**src/rtl/cs161_pkg.sv**
```systemverilog
// Shared definitions for the cs161 fetch stage and control unit.
// Covers fetch FSM state encodings, word size and opcode field position.
package cs161_pkg;

  typedef enum logic [1:0] {
    S_REQ  = 2'd0,
    S_WAIT = 2'd1,
    S_DROP = 2'd2
  } fetch_state_e;

  localparam int unsigned WORD_BYTES       = 4;
  localparam int unsigned OPCODE_MSB       = 31;
  localparam int unsigned OPCODE_LSB       = 26;
  localparam logic [31:0] DEFAULT_RESET_PC = 32'h0000_0000;

  function automatic logic [31:0] word_align(input logic [31:0] addr);
    return {addr[31:2], 2'b00};
  endfunction

endpackage

```
**src/rtl/cs161_fetch_buffer.sv**
```systemverilog
// Small FIFO of fetched {pc, instr} pairs feeding decode.
// Flush wins over push and pop in the same cycle.
module cs161_fetch_buffer
  import cs161_pkg::*;
#(
  parameter int unsigned BUF_DEPTH = 2,
  localparam int unsigned PtrW = $clog2(BUF_DEPTH),
  localparam int unsigned CntW = PtrW + 1
) (
  input  logic            clk,
  input  logic            rst,
  input  logic            push,
  input  logic            pop,
  input  logic            flush,
  input  logic [31:0]     push_pc,
  input  logic [31:0]     push_instr,
  output logic [31:0]     head_pc,
  output logic [31:0]     head_instr,
  output logic [CntW-1:0] count
);

  logic [63:0]     mem_q [BUF_DEPTH];
  logic [PtrW-1:0] wr_ptr_q, rd_ptr_q;
  logic [CntW-1:0] count_q;
  logic            do_push, do_pop;

  assign do_push = push & ~flush;
  assign do_pop  = pop & ~flush & (count_q != '0);

  always_ff @(posedge clk) begin
    if (rst || flush) begin
      wr_ptr_q <= '0;
      rd_ptr_q <= '0;
      count_q  <= '0;
    end else begin
      if (do_push) wr_ptr_q <= wr_ptr_q + PtrW'(1);
      if (do_pop)  rd_ptr_q <= rd_ptr_q + PtrW'(1);
      if (do_push && !do_pop) begin
        count_q <= count_q + CntW'(1);
      end else if (do_pop && !do_push) begin
        count_q <= count_q - CntW'(1);
      end
    end
  end

  // Storage needs no reset; count gates every read.
  always_ff @(posedge clk) begin
    if (do_push) mem_q[wr_ptr_q] <= {push_pc, push_instr};
  end

  assign {head_pc, head_instr} = mem_q[rd_ptr_q];
  assign count                 = count_q;

endmodule

```
**src/rtl/cs161_fetch_unit.sv**
```systemverilog
// Instruction fetch stage: PC register, single-outstanding imem request FSM,
// fetch FIFO toward decode, and redirect handling that drops stale responses.
module cs161_fetch_unit
  import cs161_pkg::*;
#(
  parameter logic [31:0] RESET_PC  = DEFAULT_RESET_PC,
  parameter int unsigned BUF_DEPTH = 2
) (
  input  logic        clk,
  input  logic        rst,
  output logic        imem_req_valid,
  input  logic        imem_req_ready,
  output logic [31:0] imem_req_addr,
  input  logic        imem_resp_valid,
  input  logic [31:0] imem_resp_data,
  input  logic        redirect_valid,
  input  logic [31:0] redirect_pc,
  output logic        instr_valid,
  input  logic        instr_ready,
  output logic [31:0] instr_data,
  output logic [5:0]  instr_opcode,
  output logic [31:0] instr_pc,
  output logic [31:0] instr_pc_plus4
);

  localparam int unsigned CntW = $clog2(BUF_DEPTH) + 1;

  fetch_state_e    state_q, state_d;
  logic [31:0]     fetch_pc_q, fetch_pc_d;
  logic [CntW-1:0] count;
  logic [31:0]     head_pc, head_instr;
  logic            outstanding, space, req_valid, req_hs, push, pop;

  assign outstanding = (state_q != S_REQ);
  assign space       = (32'(count) + 32'(outstanding)) < BUF_DEPTH;
  assign req_valid   = (state_q == S_REQ) & space;
  assign req_hs      = req_valid & imem_req_ready;
  assign push        = (state_q == S_WAIT) & imem_resp_valid & ~redirect_valid;
  assign pop         = (count != '0) & instr_ready & ~redirect_valid;

  always_comb begin
    state_d    = state_q;
    fetch_pc_d = fetch_pc_q;
    if (req_hs) fetch_pc_d = fetch_pc_q + 32'(WORD_BYTES);
    case (state_q)
      S_REQ:   if (req_hs) state_d = S_WAIT;
      S_WAIT:  if (imem_resp_valid) state_d = S_REQ;
      S_DROP:  if (imem_resp_valid) state_d = S_REQ;
      default: state_d = S_REQ;
    endcase
    // A redirect leaves exactly one stale response owed unless it lands this cycle.
    if (redirect_valid) begin
      fetch_pc_d = word_align(redirect_pc);
      case (state_q)
        S_REQ:   state_d = req_hs ? S_DROP : S_REQ;
        S_WAIT:  state_d = imem_resp_valid ? S_REQ : S_DROP;
        S_DROP:  state_d = imem_resp_valid ? S_REQ : S_DROP;
        default: state_d = S_REQ;
      endcase
    end
  end

  always_ff @(posedge clk) begin
    if (rst) begin
      state_q    <= S_REQ;
      fetch_pc_q <= RESET_PC;
    end else begin
      state_q    <= state_d;
      fetch_pc_q <= fetch_pc_d;
    end
  end

  always_ff @(posedge clk) begin
    if (!rst && state_q == S_REQ) begin
      assert (!imem_resp_valid)
        else $error("imem_resp_valid with no request outstanding");
    end
  end

  cs161_fetch_buffer #(
    .BUF_DEPTH (BUF_DEPTH)
  ) u_buf (
    .clk        (clk),
    .rst        (rst),
    .push       (push),
    .pop        (pop),
    .flush      (redirect_valid),
    .push_pc    (fetch_pc_q - 32'(WORD_BYTES)),
    .push_instr (imem_resp_data),
    .head_pc    (head_pc),
    .head_instr (head_instr),
    .count      (count)
  );

  assign imem_req_valid = ~rst & req_valid;
  assign imem_req_addr  = rst ? '0 : fetch_pc_q;
  assign instr_valid    = ~rst & (count != '0);
  assign instr_data     = rst ? '0 : head_instr;
  assign instr_opcode   = instr_data[OPCODE_MSB:OPCODE_LSB];
  assign instr_pc       = rst ? '0 : head_pc;
  assign instr_pc_plus4 = rst ? '0 : head_pc + 32'(WORD_BYTES);

endmodule

```
**config.mk**
```make
export PLATFORM = sky130hd
export DESIGN_NAME = cs161_fetch_unit
export DESIGN_NICKNAME = d
export VERILOG_FILES = /design/src/rtl/cs161_pkg.sv /design/src/rtl/cs161_fetch_buffer.sv /design/src/rtl/cs161_fetch_unit.sv
export SDC_FILE = /design/constraint.sdc
export NUM_CORES = 1
export LEC_CHECK = 0
export CORE_ASPECT_RATIO = 1.4
export CORE_MARGIN = 1
export CORE_UTILIZATION = 37
export CTS_BUF_LIST = sky130_fd_sc_hd__clkbuf_16
export CTS_CLUSTER_DIAMETER = 30
export CTS_CLUSTER_SIZE = 14
export DETAILED_ROUTE_END_ITERATION = 7
export GPL_TIMING_DRIVEN = 0
export SLEW_MARGIN = 20
export SYNTH_ARGS = -nofsm -noshare
export SYNTH_HDL_FRONTEND = slang
export SYNTH_SLANG_ARGS = --single-unit
```
**constraint.sdc**
```tcl
create_clock -name clk -period 16.5 [get_ports clk]
set_input_delay 3.3 -clock clk [delete_from_list [all_inputs] [get_ports clk]]
set_output_delay 3.3 -clock clk [all_outputs]
set_load 0.03 [all_outputs]
```
== After elaboration in Yosys (flattened, before gate mapping) ==
Memory sizes are Yosys's and may differ from the RTL's. A register that Yosys moved wholly into a read port is not among the register bits.
Index checks and enable logic that the tools add are counted.
Widths: inputs -> output; s select.

* $add $sub $neg: 8
* $lt $le $gt $ge: 1
* Equality and inequality tests: 4
* Muxes and demuxes: 19
* Bitwise gates (word level): 13
* Reductions and logical operators: 13

{| class="wikitable"
|+ Operators with widths
! operator !! count
|-
| $mux 32 || 6
|-
| $add 32x3->32 const B || 2
|-
| $sub 32x3->32 const B || 1
|-
| $mux 2 || 7
|-
| $and 1x1->1 || 11
|-
| $pmux 2 s2 || 2
|-
| $reduce_bool 2->1 || 4
|-
| $mux 1 || 4
|-
| $reduce_or 2->1 || 2
|-
| $add 2x1->3 || 1
|-
| $lt 3x2->1 const B || 1
|-
| $ne 3x1->1 const B || 1
|-
| $ne 3x3->1 const B || 1
|-
| $add 1x1->1 const B || 2
|-
| $add 2x1->2 const B || 1
|-
| $eq 2x1->1 const B || 1
|-
| $eq 2x2->1 const B || 1
|-
| $logic_and 1x1->1 || 2
|-
| $logic_not 1->1 || 2
|-
| $logic_not 2->1 || 1
|-
| $not 1->1 || 2
|-
| $reduce_and 2->1 || 1
|-
| $sub 2x1->2 const B || 1
|-
| $logic_or 1x1->1 || 1
|}

* Bits in registers: 38
* Memory bits (writable): 128
* Input bits: 70
* Output and inout bits: 136
* Logic and storage cells: 65
* Memories kept: 1

{| class="wikitable"
|+ Memory list
! memory !! words !! bits a word !! read ports !! clocked after Yosys merged registers in !! wr ports !! RTL line !! source
|-
| u_buf.mem_q || 2 || 64 || 1 || 1 || 1 || cs161_fetch_buffer.sv:22 || <nowiki>logic [63:0] mem_q [BUF_DEPTH];</nowiki>
|}

== Longest topological paths before layout ==
* Depth in word-level cells: 8
* Depth in mapped cells: 10
* Mapped depth without buffers: 9

== Modules after synthesis ==
A second synthesis with hierarchy kept.

* Cells, all modules: 808
* Area, all modules: 8,848.5 um^2

{| class="wikitable"
|+ Modules (own cells, without submodules)
! module !! times used !! cells each !! area each (um^2) !! seq. area each (um^2)
|-
| cs161_fetch_buffer || 1 || 221 || 4,835.9 || 3,943.8
|-
| cs161_fetch_unit || 1 || 587 || 4,012.6 || 640.6
|}

== Worst setup path after synthesis ==
No wires, ideal clock.

* Kind: in2reg
* Start point: in redirect_valid
* End point: mem u_buf.mem_q[0][0], enable pin
* Setup time: 0.558 ns
* Data arrival time: 7.999 ns
* Required time: 15.942 ns
* Slack: 7.943 ns
* Stages on the path: 3
* Buffers on the path: 2
* Cell sequence: clkbuf_1 -> buf_1 -> nor3_1

* Longest elaborated chain between the ends: 5

{| class="wikitable"
|+ Ends and longest elaborated chain
! element !! RTL line !! source
|-
| start, declared || cs161_fetch_unit.sv:16 || <nowiki>input logic redirect_valid,</nowiki>
|-
| $not 1->1 (*) || cs161_fetch_buffer.sv:27, cs161_fetch_unit.sv:38 ||
|-
| $and 1x1->1 || cs161_fetch_unit.sv:38 || <nowiki>assign push = (state_q == S_WAIT) & imem_resp_valid & ~redirect_valid;</nowiki>
|-
| $and 1x1->1 (*) || cs161_fetch_buffer.sv:27 || <nowiki>assign do_push = push & ~flush;</nowiki>
|-
| $mux 1 (*) || cs161_fetch_buffer.sv:48 || <nowiki>if (do_push) mem_q[wr_ptr_q] <= {push_pc, push_instr};</nowiki>
|-
| $mux 1 (not written as such) (*) || cs161_fetch_buffer.sv:48 ||
|-
| end, declared || cs161_fetch_buffer.sv:22 ||
|}

Mark *: on every way between the ends. The rest lies on a longest branch, timed or not.

== Worst setup path after layout ==
* Start point: in rst
* End point: out instr_opcode[5]

* Longest elaborated chain between the ends: 1

{| class="wikitable"
|+ Ends and longest elaborated chain
! element !! RTL line !! source
|-
| start, declared || cs161_fetch_unit.sv:10 || <nowiki>input logic rst,</nowiki>
|-
| $mux 32 || cs161_fetch_unit.sv:98 || <nowiki>assign instr_data = rst ? '0 : head_instr;</nowiki>
|-
| end, declared || cs161_fetch_unit.sv:21 || <nowiki>output logic [5:0] instr_opcode,</nowiki>
|}

Every way passes these cells.

==> out/metrics.csv <==
stage;metric;value;unit
run_status;run status;completed;
sta;Slew headroom;0.215;
routing;Detail Route Antenna Nets;0;
die;die outline height;181;um
finish;Post-Layout Cell Count;1337;
die;Die W;130;um
power;share of power burned in registers;0.464;
finish;Sequential cell area;0.00446;mm^2
clocking;CTS tree;yes;
finish;Post-Route Utilization;0.511;
sta;fin crit share;0.557;
power;NetSw;0.000258;W
setup_path;CP Launch Type;input port;
grt;pin count of the biggest net entering global routing;35;
routing;Post-Route WL;22.6;mm
clocking;H-tree lvl count;4;
place;IO Port Bufs;196;
synthesis;top cells by area, synth;edfxtp_1 44%, dfxtp_1 8.8%, mux2i_1 6.5%;
clocking;cts repair resizes;0;
place;DP HPWL;17.3;mm
synthesis;ys flop type;edfxtp_1;
sta;RSZ-0062 raised after global routing;no;
min_path;hold path start;u_buf.wr_ptr_q$_SDFFE_PP0P_;
setup_path;Worst setup EP type;output port;
clocking;Post-CTS Setup Inserts;0;
synthesis;post-synth top area share;0.441;
setup_path;CP max stage cell;clkbuf_1;
sta;Final Setup Violations;0;
job;max_cap viols;0;
routing;uppermost routed layer;met4;
routing;met2 wire length;12.3;mm
synthesis;synthesized instance count;794;
sta;Setup Skew;0.0121;ns
routing;total number of vias;6613;
routing;DR vias/cell;4.95;
min_path;Hold Path Class;flip-flop to flip-flop;
power;Comb power frac;0.140;
routing;met1 WL;8.80;mm
synthesis;synth warn;0;
sta;final hold violation count;0;
clocking;hold bufs inserted after CTS;0;
sta;Slew Viols, Final;0;
finish;layout cell share with drive strength beyond 1;0.0830;
power;Sw Share;0.265;
power;leak pwr;3.85;nW
clocking;Num CTS Buffers;17;
setup_path;family with the most delay on the worst path;buffers and inverters;
clocking;clk buf depth;2;
finish;Layout fillers;2129;
synthesis;synth cell count leaders;127 x nor2_1, 124 x edfxtp_1, 55 x mux2i_1, 39 x clkbuf_1, 39 x nor2b_1;
power;Clk network pwr share;0.396;
setup_path;crit path max fanout;10;
routing;residual DRC count;0;
clocking;Root Driver;clkbuf_16;
synthesis;Seq/Total Area, Yosys;0.529;
place;Placed Area;0.0109;mm^2
power;power per cell area;84.9;mW/mm^2
setup_path;Req. time, crit path;13.20;ns
finish;area delta synth->final;36.0;%
grt;Congestion Overflow GR;0;
setup_path;CP cell instances;clkbuf_1 > clkbuf_1 > clkbuf_1 > nor2_1 > buf_4 > clkdlybuf4s50_1;
min_path;Worst Hold Depth;2;
min_path;hold endpoint;u_buf.wr_ptr_q$_SDFFE_PP0P_;
synthesis;synthesized flop and latch total;161;
setup_path;Setup Crit Path Kind;input port to output port;
grt;initial antenna violation count;0;
setup_path;CP peak stage delay;0.64;ns
clocking;clock slew at reported path FFs;0.07;ns
setup_path;R2R setup slack;13.77;ns
die;Ports;206;
synthesis;Async SR Flop Fraction;0;
sta;Max Clk Rate;109;MHz
clocking;Clk Latency, worst-skew pair;0.44;ns
finish;final instance area;0.0115;mm^2
grt;Total GRT Usage;0.198;
die;Initial Util;0.376;
die;row count;65;
finish;ant diodes;0;
power;Power Internal;0.000717;W
die;core footprint;0.0224;mm^2
finish;Multi-input gate area;0.00363;mm^2
die;die area;0.0234;mm^2
setup_path;cells on worst reg2reg path;6;
synthesis;Post-synth EDFFs;124;
place;Cells after DPL;1305;
setup_path;most used cell, CP;clkbuf_1;
sta;worst slew pin tran;1.17;ns
sta;setup TNS;0;ns
power;overall power consumption;0.000975;W
setup_path;critical path buffer and inverter count;5;
sta;fin crit period;9.19;ns
synthesis;Post-Syn Area;0.00844;mm^2
routing;drt initial violations;252;
place;gpl congestion;0.831;
setup_path;Worst R2R Start;fetch_pc_q[5]$_SDFFE_PP0P_;
synthesis;post-synth top area cell;edfxtp_1;
synthesis;Unique masters post-synth;57;
power;peak supply drop;0.0704;mV
routing;WL/cell;16.9;um
synthesis;syn_area_per_cell;10.6;um^2
routing;Met3 Wirelength;948;um
grt;via count of the first global-routing pass;6640;
clocking;Clock Sinks;161;
setup_path;Worst R2R End;fetch_pc_q[19]$_SDFFE_PP0P_;
finish;# nets final;1100;
routing;DRT Pass-1 Iters;6;
setup_path;worst path arrival time;5.89;ns
grt;first-pass GRT wire length;35.0;mm
synthesis;count leader, synth;nor2_1;
==> cells by family after synthesis <==
family | Yosys count | synth area share
muxes | 64 | 0.0772
adders and majority gates | 7 | 0.0104
xor gates and xnor gates | 74 | 0.0768
AOI/OAI and AO/OA | 69 | 0.0568
and+or+nand+nor | 339 | 0.205
buffers and inverters | 79 | 0.0442
other | 1 | 0.000444
DFF | 161 | 0.529
==> layout make-up <==
cell class | count | area share
clock inverters | 15 | 0.0131
flip-flops and latches | 161 | 0.389
well taps | 301 | 0.0328
plain buffers | 70 | 0.0295
repair buffers | 205 | 0.179
inverters | 9 | 0.00294
clock buffers | 17 | 0.0371
multi-input cells | 559 | 0.317
==> sequential cells by signal, indices dropped and copies added, names as in the netlist, named ones only <==
register        count
fetch_pc_q         30
state_q             2
u_buf.count         2
u_buf.mem_q       124
u_buf.rd_ptr_q      1
u_buf.wr_ptr_q      1
==> through the flow <==
stage                     setup WS, ns  hold slack (ns)
after detailed placement          7.20            0.560
after global placement            4.60            0.544
final                             7.31            0.569
after CTS                         7.19            0.570
after global routing              7.13            0.612
after floorplan                   7.94            0.520
==> worst max path at each step <==
stage | to | slack (ns) | from | cells after the start
floorplan | u_buf.mem_q[0][0]$_DFFE_PP_ | 7.94 | redirect_valid | 3
global placement | u_buf.mem_q[0][29]$_DFFE_PP_ | 4.60 | redirect_valid | 4
detailed placement | instr_opcode[5] | 7.20 | rst | 6
CTS | instr_opcode[5] | 7.19 | rst | 6
global route | instr_opcode[5] | 7.13 | rst | 6
finish | instr_opcode[5] | 7.31 | rst | 6
==> per-layer routing <==
| layer | GRT usage | vias to the layer above |
|---|---|---|
| met5 | 0 | - |
| met4 | 0.0879 | 0 |
| met3 | 0.0323 | 33 |
| met2 | 0.372 | 185 |
| met1 | 0.212 | 3121 |
| li1 | - | 3274 |
==> worst min-delay path: cells and delay by family (launching register included) <==
kind / cells / cell delay (ns)
AND/OR/NAND/NOR: 1 / 0.04
XOR/XNOR: 1 / 0.15
flip-flops: 1 / 0.34
==> power groups by stage <==
stage | registers [W] | clock network [W] | logic [W]
finish | 0.000452 | 0.000386 | 0.000137
global route | 0.000452 | 0.000411 | 0.000147
CTS | 0.000452 | 0.000395 | 0.000138
detailed placement | 0.000461 | 0 | 0.000137
global placement | 0.000461 | 0 | 0.000135
floorplan | 0.000459 | 0 | 0.0000801
==> cell usage in the layout (no fill, tap or decap), drive strengths merged, types with 5 or more instances in the layout <==
master	instances
clkdlybuf4s50	196
nor2	127
edfxtp	124
clkbuf	57
mux2i	55
nor2b	39
buf	39
nand2	38
xor2	38
dfxtp	37
xnor2	36
nor3	33
nand3	24
a211oi	21
nor4	18
inv	17
a21oi	16
nand4	15
mux2	9
nand3b	9
nand4b	7
o21ai	7
ha	7
or3	6
conb	6
nand2b	5
or4	5
o21a	5
Power figures use the tool's default switching activity.
